File: config.mk
export PLATFORM = sky130hd
export DESIGN_NAME = sklansky_adder_arbiter_flat
export DESIGN_NICKNAME = d
export VERILOG_FILES = /design/src/rtl/sklansky_adder_arbiter_pkg.sv /design/src/rtl/sklansky_adder_arbiter_if.sv /design/src/rtl/sklansky_adder_arbiter_rr_arbiter.sv /design/src/rtl/sklansky_adder_arbiter.sv /design/src/flat_wrapper.sv
export SDC_FILE = /design/constraint.sdc
export NUM_CORES = 1
export LEC_CHECK = 0
export BUFFER_PORTS_ARGS = -buffer_cell sky130_fd_sc_hd__buf_2
export CAP_MARGIN = 20
export CORE_MARGIN = 3
export CORE_UTILIZATION = 40
export CTS_BUF_LIST = sky130_fd_sc_hd__clkbuf_4
export CTS_CLUSTER_SIZE = 8
export DETAILED_ROUTE_END_ITERATION = 6
export GPL_TIMING_DRIVEN = 0
export PLACE_DENSITY = 0.72
export SLEW_MARGIN = 20
export SYNTH_ARGS = -nofsm -noshare
export SYNTH_HDL_FRONTEND = slang
export SYNTH_HIERARCHICAL = 1
export SYNTH_SLANG_ARGS = --single-unit
File: constraint.sdc
create_clock -name clk -period 3.23 [get_ports clk]
set_input_delay 0.323 -clock clk [delete_from_list [all_inputs] [get_ports clk]]
set_output_delay 0.323 -clock clk [all_outputs]
set_load 0.02 [all_outputs]
File: src/rtl/sklansky_adder_arbiter_pkg.sv
// rtl/sklansky_adder_arbiter_pkg.sv - shared types and constants for the shared-adder arbiter
// Optional feature macro: SKLANSKY_ARB_SATURATE_EN
package sklansky_arb_pkg;

    typedef enum logic [1:0] {
        IDLE = 2'd0,
        EXEC = 2'd1,
        RESP = 2'd2
    } state_t;

    localparam int DATA_W      = 8;
    localparam int DEF_NUM_REQ = 4;

    // Pointer starts on the last lane so lane 0 is searched first after reset
    function automatic int rr_ptr_reset(input int num_req);
        return num_req - 1;
    endfunction

endpackage

File: src/rtl/sklansky_adder_arbiter_if.sv
// rtl/sklansky_adder_arbiter_if.sv - request, adder and response signal bundle
// Optional feature macro: SKLANSKY_ARB_SATURATE_EN
interface sklansky_adder_arbiter_if
    import sklansky_arb_pkg::*;
#(
    parameter int NUM_REQ = DEF_NUM_REQ,
    parameter int ID_W    = $clog2(NUM_REQ)
);
    logic [NUM_REQ-1:0]        req_valid;
    logic [NUM_REQ-1:0]        req_ready;
    logic [NUM_REQ*DATA_W-1:0] req_a;
    logic [NUM_REQ*DATA_W-1:0] req_b;
    logic [DATA_W-1:0]         add_a;
    logic [DATA_W-1:0]         add_b;
    logic [DATA_W-1:0]         add_sum;
    logic                      add_cout;
    logic                      rsp_valid;
    logic                      rsp_ready;
    logic [DATA_W-1:0]         rsp_sum;
    logic                      rsp_cout;
    logic [ID_W-1:0]           rsp_id;
    logic                      busy;

    modport slave (
        input  req_valid, req_a, req_b, add_sum, add_cout, rsp_ready,
        output req_ready, add_a, add_b, rsp_valid, rsp_sum, rsp_cout, rsp_id, busy
    );

    modport master (
        output req_valid, req_a, req_b, add_sum, add_cout, rsp_ready,
        input  req_ready, add_a, add_b, rsp_valid, rsp_sum, rsp_cout, rsp_id, busy
    );
endinterface

File: src/rtl/sklansky_adder_arbiter_rr_arbiter.sv
// rtl/sklansky_adder_arbiter_rr_arbiter.sv - combinational round-robin grant search
// Optional feature macro: SKLANSKY_ARB_SATURATE_EN
module rr_arbiter #(
    parameter int NUM_REQ = 4,
    parameter int ID_W    = $clog2(NUM_REQ)
) (
    input  logic [NUM_REQ-1:0] i_req,
    input  logic [ID_W-1:0]    i_rr_ptr,
    output logic [NUM_REQ-1:0] o_grant,
    output logic [ID_W-1:0]    o_grant_idx,
    output logic               o_any_grant
);
    logic [ID_W-1:0] w_idx;

    // Scan lanes ptr+1 .. ptr+NUM_REQ (wrapping); the first valid lane wins
    always_comb begin
        o_grant     = '0;
        o_grant_idx = '0;
        o_any_grant = 1'b0;
        w_idx       = '0;
        for (int k = 1; k <= NUM_REQ; k++) begin
            w_idx = ID_W'((int'(i_rr_ptr) + k) % NUM_REQ);
            if (!o_any_grant && i_req[w_idx]) begin
                o_grant[w_idx] = 1'b1;
                o_grant_idx    = w_idx;
                o_any_grant    = 1'b1;
            end
        end
    end
endmodule

File: src/rtl/sklansky_adder_arbiter.sv
// rtl/sklansky_adder_arbiter.sv - shares one external 8-bit adder among NUM_REQ lanes
// Optional feature macro: SKLANSKY_ARB_SATURATE_EN
module sklansky_adder_arbiter
    import sklansky_arb_pkg::*;
#(
    parameter int NUM_REQ = DEF_NUM_REQ
) (
    input  logic                     clk,
    input  logic                     rst_n,
    sklansky_adder_arbiter_if.slave  bus
);
    localparam int ID_W = $clog2(NUM_REQ);

    state_t              r_state;
    state_t              w_next_state;
    logic [ID_W-1:0]     r_rr_ptr;
    logic [ID_W-1:0]     r_id;
    logic [DATA_W-1:0]   r_op_a;
    logic [DATA_W-1:0]   r_op_b;
    logic                r_rsp_valid;
    logic [DATA_W-1:0]   r_rsp_sum;
    logic                r_rsp_cout;
    logic [ID_W-1:0]     r_rsp_id;

    logic [NUM_REQ-1:0]  w_grant;
    logic [ID_W-1:0]     w_grant_idx;
    logic                w_any_grant;
    logic [DATA_W-1:0]   w_lane_a;
    logic [DATA_W-1:0]   w_lane_b;
    logic [DATA_W-1:0]   w_sum_next;

    rr_arbiter #(
        .NUM_REQ (NUM_REQ),
        .ID_W    (ID_W)
    ) u_rr_arbiter (
        .i_req       (bus.req_valid),
        .i_rr_ptr    (r_rr_ptr),
        .o_grant     (w_grant),
        .o_grant_idx (w_grant_idx),
        .o_any_grant (w_any_grant)
    );

    assign w_lane_a = bus.req_a[w_grant_idx*DATA_W +: DATA_W];
    assign w_lane_b = bus.req_b[w_grant_idx*DATA_W +: DATA_W];

`ifdef SKLANSKY_ARB_SATURATE_EN
    // Clamp so an accumulating membrane potential pins at full scale instead of wrapping
    assign w_sum_next = bus.add_cout ? {DATA_W{1'b1}} : bus.add_sum;
`else
    assign w_sum_next = bus.add_sum;
`endif

    always_comb begin
        w_next_state = r_state;
        case (r_state)
            IDLE:    if (w_any_grant) w_next_state = EXEC;
            EXEC:    w_next_state = RESP;
            RESP:    if (r_rsp_valid && bus.rsp_ready) w_next_state = IDLE;
            default: w_next_state = IDLE;
        endcase
    end

    always_ff @(posedge clk) begin
        if (!rst_n) begin
            r_state     <= IDLE;
            r_rr_ptr    <= ID_W'(rr_ptr_reset(NUM_REQ));
            r_id        <= '0;
            r_op_a      <= '0;
            r_op_b      <= '0;
            r_rsp_valid <= 1'b0;
            r_rsp_sum   <= '0;
            r_rsp_cout  <= 1'b0;
            r_rsp_id    <= '0;
        end else begin
            r_state <= w_next_state;
            case (r_state)
                IDLE: begin
                    if (w_any_grant) begin
                        r_op_a   <= w_lane_a;
                        r_op_b   <= w_lane_b;
                        r_rr_ptr <= w_grant_idx;
                        r_id     <= w_grant_idx;
                    end
                end
                EXEC: begin
                    r_rsp_sum   <= w_sum_next;
                    r_rsp_cout  <= bus.add_cout;
                    r_rsp_id    <= r_id;
                    r_rsp_valid <= 1'b1;
                end
                RESP: begin
                    if (r_rsp_valid && bus.rsp_ready) r_rsp_valid <= 1'b0;
                end
                default: ;
            endcase
        end
    end

    assign bus.req_ready = (r_state == IDLE) ? w_grant : '0;
    assign bus.add_a     = r_op_a;
    assign bus.add_b     = r_op_b;
    assign bus.rsp_valid = r_rsp_valid;
    assign bus.rsp_sum   = r_rsp_sum;
    assign bus.rsp_cout  = r_rsp_cout;
    assign bus.rsp_id    = r_rsp_id;
    assign bus.busy      = (r_state != IDLE);
endmodule

File: src/flat_wrapper.sv
// flat-port wrapper written by rule: the top's interface ports become plain ports
module sklansky_adder_arbiter_flat import sklansky_arb_pkg::*;
#(
    parameter int NUM_REQ = DEF_NUM_REQ
)
  (clk, rst_n, bus_req_valid, bus_req_a, bus_req_b, bus_add_sum, bus_add_cout, bus_rsp_ready, bus_req_ready, bus_add_a, bus_add_b, bus_rsp_valid, bus_rsp_sum, bus_rsp_cout, bus_rsp_id, bus_busy);
  sklansky_adder_arbiter_if #(.NUM_REQ(NUM_REQ)) bus_i ();
  input  logic clk;
  input  logic rst_n;
  input wire logic [$bits(bus_i.req_valid)-1:0] bus_req_valid;
  input wire logic [$bits(bus_i.req_a)-1:0] bus_req_a;
  input wire logic [$bits(bus_i.req_b)-1:0] bus_req_b;
  input wire logic [$bits(bus_i.add_sum)-1:0] bus_add_sum;
  input wire logic [$bits(bus_i.add_cout)-1:0] bus_add_cout;
  input wire logic [$bits(bus_i.rsp_ready)-1:0] bus_rsp_ready;
  output wire logic [$bits(bus_i.req_ready)-1:0] bus_req_ready;
  output wire logic [$bits(bus_i.add_a)-1:0] bus_add_a;
  output wire logic [$bits(bus_i.add_b)-1:0] bus_add_b;
  output wire logic [$bits(bus_i.rsp_valid)-1:0] bus_rsp_valid;
  output wire logic [$bits(bus_i.rsp_sum)-1:0] bus_rsp_sum;
  output wire logic [$bits(bus_i.rsp_cout)-1:0] bus_rsp_cout;
  output wire logic [$bits(bus_i.rsp_id)-1:0] bus_rsp_id;
  output wire logic [$bits(bus_i.busy)-1:0] bus_busy;
  assign bus_i.req_valid = bus_req_valid;
  assign bus_i.req_a = bus_req_a;
  assign bus_i.req_b = bus_req_b;
  assign bus_i.add_sum = bus_add_sum;
  assign bus_i.add_cout = bus_add_cout;
  assign bus_i.rsp_ready = bus_rsp_ready;
  assign bus_req_ready = bus_i.req_ready;
  assign bus_add_a = bus_i.add_a;
  assign bus_add_b = bus_i.add_b;
  assign bus_rsp_valid = bus_i.rsp_valid;
  assign bus_rsp_sum = bus_i.rsp_sum;
  assign bus_rsp_cout = bus_i.rsp_cout;
  assign bus_rsp_id = bus_i.rsp_id;
  assign bus_busy = bus_i.busy;
  sklansky_adder_arbiter #(.NUM_REQ(NUM_REQ)) u_core (.clk(clk), .rst_n(rst_n), .bus(bus_i));
endmodule
==> out/metrics.cfg <==
[worst_setup_path]
start_kind = flip-flop
critPathArrivalTime_ps = 2580
path_max_fanout = 10
r2r_end = u_core/bus.add_a[3]$_SDFFE_PN0P_
r2r_cells = 12
path_class = reg -> out
reg2reg_from = u_core/r_rr_ptr[0]$_SDFFE_PN1P_
critPathTopFamily = buffers and inverters
cp-end-kind = primary output
crit_chain = buf_4 > inv_2 > ha_1 > buf_6 > mux2i_4 > o21ai_1 > a221o_1 > and2_1 > buf_2
slowest_stage = dfxtp_1
crit_buf_inv = 4
cp_data_required_time_ps = 2910
cpPeakStageDelay_ps = 500
reg2reg_slack_ps = 360

[power_and_ir_drop]
power_leakage_nw = 1.29
powerDensity_nw_per_um2 = 586
worst_ir_drop_vdd_mv = 0.359

[synth]
ys_warn_count = 6
synthArstFlopShare = 0
synth_cells = 223
ys_ff_latch = 34
ys_seq_area_frac = 0.313
synthesis.nets = 311
ys.flop_type = dfxtp_1
postSynthAreaPerCell_um2 = 9.76
synth_edf_count = 0
synth_cell_types = 40
netlist_area_um2 = 2180

[cts]
htreeDepth = 2
clock_path_buffers = 2
cts_buffers = 5
clk_pin_slew_worst_paths_ps = 110
clock-sinks = 34
clockRootBuffer = clkbuf_4
cts_tree = done
clock_latency_ps = 320
cts_resized = 0

[sta]
rsz0062_at_grt = no
finalSetupViolations = 0
setup_ws_ps = 326
tns_ps = 0
finalCritPeriodShare = 0.899
max_freq_ghz = 0.344
hold_violations = 0
worst_pin_slew_ps = 492
fin_worst_skew_ps = 10.4
slew_headroom = 0.672
drv_slew = 0
fin_crit_ps = 2900
hold_ws_ps = 241

[global_route]
grt_max_degree = 12
grt_overflow_total = 0
grt_antenna_before_repair = 0
grt_pass1_vias = 1969
grt_pass1_wl_um = 8830
grt_usage = 0.173

[finish]
design_area_um2 = 2860
syn2layout_area_growth_pct = 31.6
nNetsFinal = 427
utilization = 0.554
num-fill-cells = 500
layout_commonest_cell = buf_2
mostFrequentLayoutCells = 112 x buf_2, 57 x nand2_1, 34 x dfxtp_1
antenna_cells = 0
drive_gt1_frac = 0.453

[floorplan]
coreArea_um2 = 5170
io_pins = 113
die_w_um = 79.8
die_area_um2 = 6360
die_h_um = 79.8
start_util = 0.421
row_count = 26

[route]
wirelength_um = 5460
drc_errors = 0
dr.first_iter.drc_count = 93
wl_per_cell_um = 13.3
vias = 2095
avgViaCountPerCell = 5.11
firstDrtPassIters = 4
ant_nets = 0

[min_path]
min_from = bus_add_sum[6]
hold_depth = 3
whs_endpoint = u_core/bus.rsp_sum[6]$_SDFFE_PN0P_
hp-class = in -> reg

[placed_design]
placed_cell_area_um2 = 2810
dp_slack_ps = 199
port_buffers = 110
place_hpwl_um = 4420
globalplace.congestion = 0.810

[flow_run]
maxCapViolations = 0

[outcome]
outcome = finished, final reports clean

-- what timing repair did --
action                                 in CTS  in global routing
endpoints found under the hold margin       0                  0
buffers inserted                            0                  0
setup endpoints to repair                   0                  9
hold buffers                                0                  0
-- tightest hold or removal path: cells and delay by family --
family          cells  cell delay, ps
simple gates        1              40
compound gates      1              60
buf+inv             1             100
-- cell usage after synthesis (2+ instances only) --
cell,n,area share
dfxtp_1,34,0.31
nor2_1,7,0.012
clkbuf_1,5,0.0086
nand2b_1,2,0.0057
a211oi_1,2,0.0069
mux2i_1,2,0.0092
buf_6,5,0.026
nand2_1,57,0.098
a221o_1,4,0.018
buf_4,3,0.010
buf_2,2,0.0046
and2_1,5,0.014
mux4_2,17,0.18
ha_1,8,0.046
nand3_1,3,0.0069
o21ai_1,5,0.011
a21oi_1,3,0.0069
inv_1,5,0.0086
o21ai_0,3,0.0069
o2bb2ai_1,16,0.064
nor2b_1,2,0.0057
a21boi_0,15,0.052
-- through the flow --
step	instances	power [W]
floorplan	223	0.00124
global placement	403	0.00146
detailed placement	403	0.00148
CTS	411	0.00170
global route	410	0.00181
finish	410	0.00168
-- worst max path at each step --
stage                                    startpoint  cells after the start  slack, ps                               end
floorplan           u_core/r_rr_ptr[0]$_SDFFE_PN1P_                     12        610  u_core/bus.add_a[0]$_SDFFE_PN0P_
global placement    u_core/r_rr_ptr[0]$_SDFFE_PN1P_                     11        240  u_core/bus.add_b[7]$_SDFFE_PN0P_
detailed placement  u_core/r_rr_ptr[0]$_SDFFE_PN1P_                     11        200  u_core/bus.add_a[3]$_SDFFE_PN0P_
CTS                 u_core/r_rr_ptr[0]$_SDFFE_PN1P_                     11        170  u_core/bus.add_a[3]$_SDFFE_PN0P_
global route        u_core/r_rr_ptr[1]$_SDFFE_PN1P_                      8        100                  bus_req_ready[0]
finish              u_core/r_rr_ptr[0]$_SDFFE_PN1P_                      9        330                  bus_req_ready[0]
-- report_power, final --
part           switching [W]  leakage [nW]  internal, W
sequential         0.0000531         0.280     0.000496
clock               0.000140        0.0286    0.0000809
combinational       0.000468         0.983     0.000442
-- state kept, by name, indices dropped and copies added, names as in the netlist --
| signal | cells |
|---|---|
| u_core/bus.add_b | 8 |
| u_core/r_state | 2 |
| u_core/r_id | 2 |
| u_core/bus.add_a | 8 |
| u_core/bus.rsp_id | 2 |
| u_core/bus.rsp_valid | 1 |
| u_core/bus.rsp_cout | 1 |
| u_core/bus.rsp_sum | 8 |
| u_core/r_rr_ptr | 2 |
-- routing by layer --
layer | GRT usage | wire length (µm) | vias up
met5 | 0 | 0 | -
met4 | 0.0321 | 0 | 0
met3 | 0.0406 | 446 | 0
met2 | 0.299 | 2770 | 84
met1 | 0.222 | 2240 | 967
li1 | - | - | 1044
-- cell type report --
cell class	instances	area, µm²	area share
Timing Repair Buffer	110	551	0.192
Tap cell	70	87.6	0.0306
Multi-Input combinational cell	167	1350	0.471
Buffer	15	119	0.0415
Inverter	6	22.5	0.00786
Sequential cell	34	681	0.238
Clock buffer	5	37.5	0.0131
Clock inverter	3	16.3	0.00568
-- logic make-up after synthesis --
kind of cell,synth area share
compound gates,0.211
buf+inv,0.0667
mux,0.196
simple gates,0.168
fa+ha+maj,0.0460
flops,0.313
Note: power is estimated with default switching activity, not from simulation.
